`src/rtl/shift_arbiter.sv`:
```
// Two-requester shift/rotate arbiter.
// Both requesters share one 8-bit shifter. The shifter moves at most 8 bits per cycle,
// so a long shift amount takes several passes over the operand register.
// The result is held until the consumer takes it. Only after that can a new request be granted.

// One pass of the shared datapath: shift or rotate by 0..8 positions.
module shift_arbiter_shifter (
    input  logic [7:0] i_data,
    input  logic [3:0] i_step,
    input  logic       i_rot,
    input  logic       i_ar,
    input  logic       i_lr,
    output logic [7:0] o_data
);
    logic [3:0] w_inv;
    logic [7:0] w_rotl;
    logic [7:0] w_rotr;
    logic [7:0] w_lsl;
    logic [7:0] w_lsr;
    logic [7:0] w_asr;

    // A rotate by 0 or 8 is the identity.
    // A logical shift by 8 clears the operand.
    // An arithmetic right shift by 8 replicates the sign bit.
    assign w_inv  = 4'd8 - i_step;
    assign w_rotl = (i_data << i_step) | (i_data >> w_inv);
    assign w_rotr = (i_data >> i_step) | (i_data << w_inv);
    assign w_lsl  = i_data << i_step;
    assign w_lsr  = i_data >> i_step;
    assign w_asr  = $unsigned($signed(i_data) >>> i_step);

    // Pick the operation; ar only matters for a non-rotating right shift.
    always_comb begin
        o_data = w_lsr;
        if (i_rot)
            o_data = i_lr ? w_rotl : w_rotr;
        else if (i_lr)
            o_data = w_lsl;
        else if (i_ar)
            o_data = w_asr;
    end
endmodule

module shift_arbiter (
    input  logic       clk,
    input  logic       rst,
    input  logic       in_valid_0,
    output logic       in_ready_0,
    input  logic [7:0] in_data_0,
    input  logic [4:0] in_amt_0,
    input  logic       in_rot_0,
    input  logic       in_ar_0,
    input  logic       in_lr_0,
    input  logic       in_valid_1,
    output logic       in_ready_1,
    input  logic [7:0] in_data_1,
    input  logic [4:0] in_amt_1,
    input  logic       in_rot_1,
    input  logic       in_ar_1,
    input  logic       in_lr_1,
    output logic       res_valid,
    input  logic       res_ready,
    output logic [7:0] res_data,
    output logic       res_id,
    output logic       busy
);
    typedef enum logic [1:0] {S_IDLE, S_BUSY, S_DONE} state_t;

    state_t     r_state;
    logic [7:0] r_opnd;
    logic [4:0] r_rem;
    logic       r_rot;
    logic       r_ar;
    logic       r_lr;
    logic       r_id;
    logic       r_last;

    logic       w_grant;
    logic       w_accept;
    logic [3:0] w_step;
    logic [4:0] w_rem_nxt;
    logic [7:0] w_shifted;

    // Round-robin grant.
    // A lone requester always wins.
    // On a tie, the requester that was not served last wins.
    assign w_grant  = (in_valid_0 && in_valid_1) ? ~r_last : in_valid_1;
    assign w_accept = (r_state == S_IDLE) && !rst && (in_valid_0 || in_valid_1);

    // Ready is combinational so a request is accepted in the same cycle it is granted.
    // It is gated by rst so nothing looks accepted while reset is held.
    assign in_ready_0 = w_accept && in_valid_0 && !w_grant;
    assign in_ready_1 = w_accept && in_valid_1 && w_grant;

    // Each pass consumes up to 8 positions of the remaining amount.
    assign w_step    = (r_rem > 5'd8) ? 4'd8 : r_rem[3:0];
    assign w_rem_nxt = r_rem - {1'b0, w_step};

    shift_arbiter_shifter u_shift (
        .i_data (r_opnd),
        .i_step (w_step),
        .i_rot  (r_rot),
        .i_ar   (r_ar),
        .i_lr   (r_lr),
        .o_data (w_shifted)
    );

    // Control FSM: latch on accept, iterate passes in BUSY, hold result in DONE.
    always_ff @(posedge clk or posedge rst) begin
        if (rst) begin
            r_state <= S_IDLE;
            r_opnd  <= 8'h00;
            r_rem   <= 5'd0;
            r_rot   <= 1'b0;
            r_ar    <= 1'b0;
            r_lr    <= 1'b0;
            r_id    <= 1'b0;
            r_last  <= 1'b1;
        end else begin
            case (r_state)
                S_IDLE: begin
                    if (w_accept) begin
                        r_opnd  <= w_grant ? in_data_1 : in_data_0;
                        r_rem   <= w_grant ? in_amt_1  : in_amt_0;
                        r_rot   <= w_grant ? in_rot_1  : in_rot_0;
                        r_ar    <= w_grant ? in_ar_1   : in_ar_0;
                        r_lr    <= w_grant ? in_lr_1   : in_lr_0;
                        r_id    <= w_grant;
                        r_last  <= w_grant;
                        r_state <= S_BUSY;
                    end
                end
                S_BUSY: begin
                    // An amount of 0 still takes one pass with step 0.
                    r_opnd <= w_shifted;
                    r_rem  <= w_rem_nxt;
                    if (w_rem_nxt == 5'd0)
                        r_state <= S_DONE;
                end
                S_DONE: begin
                    if (res_ready)
                        r_state <= S_IDLE;
                end
                default: r_state <= S_IDLE;
            endcase
        end
    end

    // The result bus reads as zero whenever no result is offered.
    assign res_valid = (r_state == S_DONE);
    assign res_data  = res_valid ? r_opnd : 8'h00;
    assign res_id    = res_valid ? r_id : 1'b0;
    assign busy      = (r_state != S_IDLE);
endmodule

```
`config.mk`:
```
export PLATFORM = sky130hd
export DESIGN_NAME = shift_arbiter
export DESIGN_NICKNAME = d
export VERILOG_FILES = /design/src/rtl/shift_arbiter.sv
export SDC_FILE = /design/constraint.sdc
export NUM_CORES = 1
export LEC_CHECK = 0
export BUFFER_PORTS_ARGS = -buffer_cell sky130_fd_sc_hd__buf_2
export CAP_MARGIN = 25
export CORE_MARGIN = 3
export CORE_UTILIZATION = 45
export DETAILED_ROUTE_END_ITERATION = 6
export PLACE_DENSITY = 0.74
export SLEW_MARGIN = 20
export SYNTH_ARGS = -nofsm -noshare
export SYNTH_HDL_FRONTEND = slang
export SYNTH_SLANG_ARGS = --single-unit
```
`constraint.sdc`:
```
create_clock -name clk -period 3.27 [get_ports clk]
set_input_delay 0.654 -clock clk [delete_from_list [all_inputs] [get_ports clk]]
set_output_delay 0.654 -clock clk [all_outputs]
set_load 0.02 [all_outputs]
```
# Word level (Yosys, flattened, before mapping)

Index checks and enable logic that the tools add are counted.

Output and inout bits: 13
Bits in registers: 20
Logic and storage cells: 62
Input port bits: 37

Bitwise gates (word level): 3
Muxes and demuxes: 21
Magnitude comparators: 1
Add/subtract/negate cells: 2
Reductions and logical operators: 17
Shift-type cells: 5
Eq/ne operators: 5

Operators by type and width:

| operator                                                                         | number |
|---|---|
| 8-bit two-way mux                                                                | 7 |
| 8-bit bitwise OR                                                                 | 2 |
| 8-bit one-hot mux with 2 select lines                                            | 1 |
| 8-bit by 4-bit << shifter with 8-bit output                                      | 2 |
| 8-bit by 4-bit right shift with 8-bit output                                     | 2 |
| 5-bit two-way mux                                                                | 2 |
| 5-bit one-hot mux with 2 select lines                                            | 1 |
| 8-bit by 4-bit >>> shifter with 8-bit output                                     | 1 |
| 1-bit logical AND                                                                | 7 |
| 2-bit two-way mux                                                                | 3 |
| 2-bit one-hot mux with 3 select lines                                            | 1 |
| 5-bit by 4-bit greater-than comparator with 1-bit output (second input constant) | 1 |
| 5-bit zero test                                                                  | 1 |
| 1-bit two-way mux                                                                | 5 |
| 5-bit by 4-bit subtractor with 5-bit output                                      | 1 |
| 4-bit two-way mux                                                                | 1 |
| 2-bit inequality test (second input constant)                                    | 2 |
| 2-bit AND reduction                                                              | 2 |
| 2-bit nonzero test                                                               | 2 |
| 4-bit subtractor (first input constant)                                          | 1 |
| 3-bit AND reduction                                                              | 1 |
| 2-bit by 1-bit equality test with 1-bit output (second input constant)           | 1 |
| 2-bit equality test (second input constant)                                      | 1 |
| 1-bit zero test                                                                  | 2 |
| 4 further kinds                                                                  | 4 |

# Longest topological paths before layout

Depth after elaboration: 8
Mapped depth: 12
Depth with buffers taken out: 9

# Modules after synthesis

From an unflattened synthesis, not the netlist that was laid out.

Cells, all modules: 327
Area, all modules: 2568.7 um^2

Modules (own cells, without submodules):

| module                | area an instance (um^2) | cells each | times used |
|---|---|---|---|
| shift_arbiter_shifter | 1296.2                  | 187        | 1 |
| shift_arbiter         | 1272.5                  | 140        | 1 |

# Least setup slack after synthesis

No wires, ideal clock.

Path kind: register to register
Start point: register r_rem[4]
End point: register r_opnd[6]
Setup slack: 0.705 ns
Path buffers: 4
Period minus slack after synthesis: 2.565 ns
Arrival time: 2.441 ns
Cell stages (with the launch flop): 13
Library setup time: 0.124 ns
Data required time: 3.146 ns
Path through: dfrtp_1 > buf_6 > nor3b_4 > inv_2 > buf_4 > ha_1 > buf_4 > xnor2_2 > buf_6 > nand2_1 > o32a_1 > a211oi_2 > a21oi_2

Longest elaborated chain between the ends: 8

RTL lines:

| element                                                                                                     | line   | source |
|---|---|---|
| start, declared                                                                                             | 71     | `logic [4:0] r_rem;` |
| start signal, assigned                                                                                      | 124    | `r_rem <= w_grant ? in_amt_1 : in_amt_0;` |
| start signal, assigned                                                                                      | 136    | `r_rem <= w_rem_nxt;` |
| 5-bit by 4-bit greater-than comparator with 1-bit output (*)                                                | 96     | `assign w_step = (r_rem > 5'd8) ? 4'd8 : r_rem[3:0];` |
| 4-bit two-way mux (*)                                                                                       | 96     |  |
| 4-bit subtractor                                                                                            | 25     | `assign w_inv = 4'd8 - i_step;` |
| 8-bit by 4-bit << shifter with 8-bit output or 8-bit by 4-bit right shift with 8-bit output (tied branches) | 27, 26 |  |
| 8-bit bitwise OR (on tied branches)                                                                         | 27, 26 |  |
| 8-bit two-way mux                                                                                           | 36     | `o_data = i_lr ? w_rotl : w_rotr;` |
| 8-bit two-way mux (*)                                                                                       | 35     | `if (i_rot)` |
| 8-bit one-hot mux with 2 select lines (*)                                                                   | 120    | `case (r_state)` |
| end signal, assigned                                                                                        | 123    | `r_opnd <= w_grant ? in_data_1 : in_data_0;` |
| end signal, assigned                                                                                        | 135    | `r_opnd <= w_shifted;` |
| end, declared                                                                                               | 70     | `logic [7:0] r_opnd;` |

Every way passes the cells marked *; elsewhere a longest branch is shown, timed or not.
A chain may end at the register's enable or synchronous reset.

# Worst setup path after layout

Start point: register r_rem[4]
End point: register r_opnd[3]

The elaborated chain is that of the path after synthesis.

==> impl_metrics.py <==
metrics = {
    "logic_synthesis": {
        "synth_top_area_cell": "dfrtp_1",
        "yosys-top-cells-area": "dfrtp_1, nand2_1, mux2i_1, nor2_1, o21ai_0",
        "synth_flop_cell": "dfrtp_1",
        "synth_area_um2": 2450,
        "synthArstFlopShare": 1.00,
        "ys_types": 60,
        "syn_inst": 331,
        "ys_seq_area_frac": 0.205,
        "yosys_warnings": 0,
        "synth_top_area_frac": 0.194,
        "synth_fp_nets": 370,
        "synthTopCellsByCount": "nand2_1, nor2_1, o21ai_0, a21oi_1, dfrtp_1",
        "synth-seq-cells": 20,
        "synth_edf_count": 0,
        "synth_most_common_cell": "nand2_1",
        "syn_avg_cell_area_um2": 7.39,
    },
    "sta": {
        "worst_pin_slew_ps": 893,
        "final-setup-viol-count": 0,
        "clock_skew_ps": 6.87,
        "finalHoldViolations": 0,
        "setup_ws_ps": 322,
        "clock.fmax_mhz": 339,
        "relSlewSlack": 0.404,
        "slew_violations": 0,
        "setup_tns_ps": 0,
        "period_minus_slack_ps": 2950,
        "fin_crit_sh": 0.902,
        "rsz0062_at_grt": "no",
    },
    "clock_network": {
        "cts_buffer_depth": 2,
        "cts_sinks": 20,
        "cts_htree_levels": 1,
        "hold_buffers": 0,
        "cts_made_buffers": 3,
        "postCtsSetupBuffers": 0,
        "cts_tree": "built",
        "clkTransAtPathRegs_ps": 90,
        "cts_root_buffer": "clkbuf_8",
        "clk_latency_ps": 280,
        "ctsResizeCount": 0,
    },
    "worst_setup_path": {
        "cp-startpoint": "r_rem[4]",
        "start_kind": "register",
        "endpoint_kind": "register",
        "worstReg2RegEnd": "r_opnd[3]",
        "reg2reg_depth": 8,
        "worstSetupPathType": "register to register",
        "r2r_setup_slack_ps": 320,
        "required_ps": 3450,
        "cp.arrival_ps": 3130,
        "path_max_fanout": 14,
        "cp-endpoint": "r_opnd[3]",
        "r2r_start": "r_rem[4]",
    },
    "route": {
        "vias": 2907,
        "drtIter0Drc": 462,
        "post_drt_wl_per_cell_um": 20.2,
        "first_pass_iters": 6,
        "drc": 0,
        "vias_per_cell": 6.70,
        "drt.antenna.violating_nets": 0,
        "totalWireLength_mm": 8.75,
    },
    "global_routing": {
        "grtUsageTotal": 0.291,
        "antenna_found_initial": 0,
        "overflow": 0,
        "grt_first_pass_wirelength_mm": 14.3,
        "grt_max_degree": 23,
        "grt_pass1_vias": 2735,
    },
    "die": {
        "dieArea_um2": 6360,
        "die_x_um": 79.7,
        "core-area_um2": 5170,
        "ios": 50,
        "initial_utilization": 0.473,
        "row_count": 26,
        "die_y_um": 79.7,
    },
    "power_and_ir_drop": {
        "switchingPower_w": 0.00213,
        "ir_drop_mv": 0.512,
        "p_sw_frac": 0.585,
        "p_int_w": 0.00151,
        "sequentialPowerShare": 0.190,
        "p_total_w": 0.00365,
        "p_clk_frac": 0.058,
        "p_comb_frac": 0.752,
        "p_per_area_nw_per_um2": 1330,
        "p_leak_nw": 1.20,
    },
    "final_layout": {
        "nets": 404,
        "fill_cells": 492,
        "final_cell_area_um2": 2740,
        "antenna_cells": 0,
        "drive_gt1_frac": 0.236,
        "areaGrowthSynthToFinish_pct": 12.1,
    },
    "place": {
        "place_ws_ps": 402,
        "io_buffer_count": 49,
        "dpl_cell_area_um2": 2690,
        "hpwlAfterDp_mm": 6.31,
        "gp_congestion": 0.967,
    },
    "status": {
        "outcome": "finished, final reports clean",
    },
    "job": {
        "cap_violations": 0,
    },
    "hold_path": {
        "hold_class": "register to register",
    },
}
-- worst max-delay path: stages (launching register included) --
cell	delay, ps
dfrtp_1	530
nor3b_2	300
inv_2	130
ha_1	330
xnor2_2	620
nor2_1	130
a311oi_1	450
o21ai_0	140
o211a_1	220
-- area by class of cell --
type	count	area [um^2]	area share
Sequential cell	20	502	0.183
Inverter	10	37.5	0.0137
Tap cell	70	87.6	0.0319
Timing Repair Buffer	60	328	0.120
Clock buffer	4	55.1	0.0201
Multi-Input combinational cell	270	1730	0.632
-- stage by stage --
step	cells	hold WS (ps)	util
final	434	476	0.530
after global routing	434	526	0.530
after CTS	434	479	0.530
after detailed placement	430	461	0.520
after global placement	430	452	0.520
after floorplan	331	441	-
-- worst min-delay path by stage --
stage | startpoint | endpoint | slack (ps) | cells after the start
4_1_cts | r_id | r_id | 480 | 1
2_1_floorplan | r_id | r_id | 440 | 1
3_5_place_dp | r_id | r_id | 460 | 1
3_3_place_gp | r_id | r_id | 450 | 1
5_1_grt | r_id | r_id | 530 | 1
6_report | r_id | r_id | 480 | 1
-- flip-flops by register name, indices dropped and copies added, names as in the netlist --
name / cells
r_state: 2
r_ar: 1
r_id: 1
r_rot: 1
r_opnd: 8
r_lr: 1
r_last: 1
r_rem: 5
-- logic make-up after synthesis --
| logic type | Yosys count | share of synthesized area |
|---|---|---|
| XOR/XNOR | 2 | 0.0102 |
| AO/OA/AOI/OAI | 107 | 0.306 |
| flip-flops | 20 | 0.205 |
| other | 1 | 0.00153 |
| adder cells (fa/ha/maj) | 2 | 0.0102 |
| AND/OR/NAND/NOR | 136 | 0.274 |
| multiplexers | 22 | 0.106 |
| buffers and inverters | 41 | 0.0864 |
-- power by group through the flow --
stage               clock, W  sequential [W]  combinational (W)
floorplan                  0        0.000458            0.00219
finish              0.000212        0.000692            0.00274
global placement           0        0.000676            0.00267
detailed placement         0        0.000680            0.00264
CTS                 0.000210        0.000675            0.00265
global route        0.000224        0.000705            0.00295
-- per-layer routing --
layer | GRT usage | part of all wire
met5 | 0 | 0
met4 | 0.112 | 0.050
met3 | 0.0553 | 0.12
met2 | 0.452 | 0.43
met1 | 0.398 | 0.40
-- cell usage in the layout, fill, tap and decap left out, types with 14 or more instances in the layout --
cell type  Yosys  final
nor2_1        30     30
mux2i_1       16     16
nand2_1       46     46
buf_2          4     49
dfrtp_1       19     19
a21oi_1       19     19
o21ai_0       22     22
nor3_1        14     14
(Power assumes the default switching activity.)
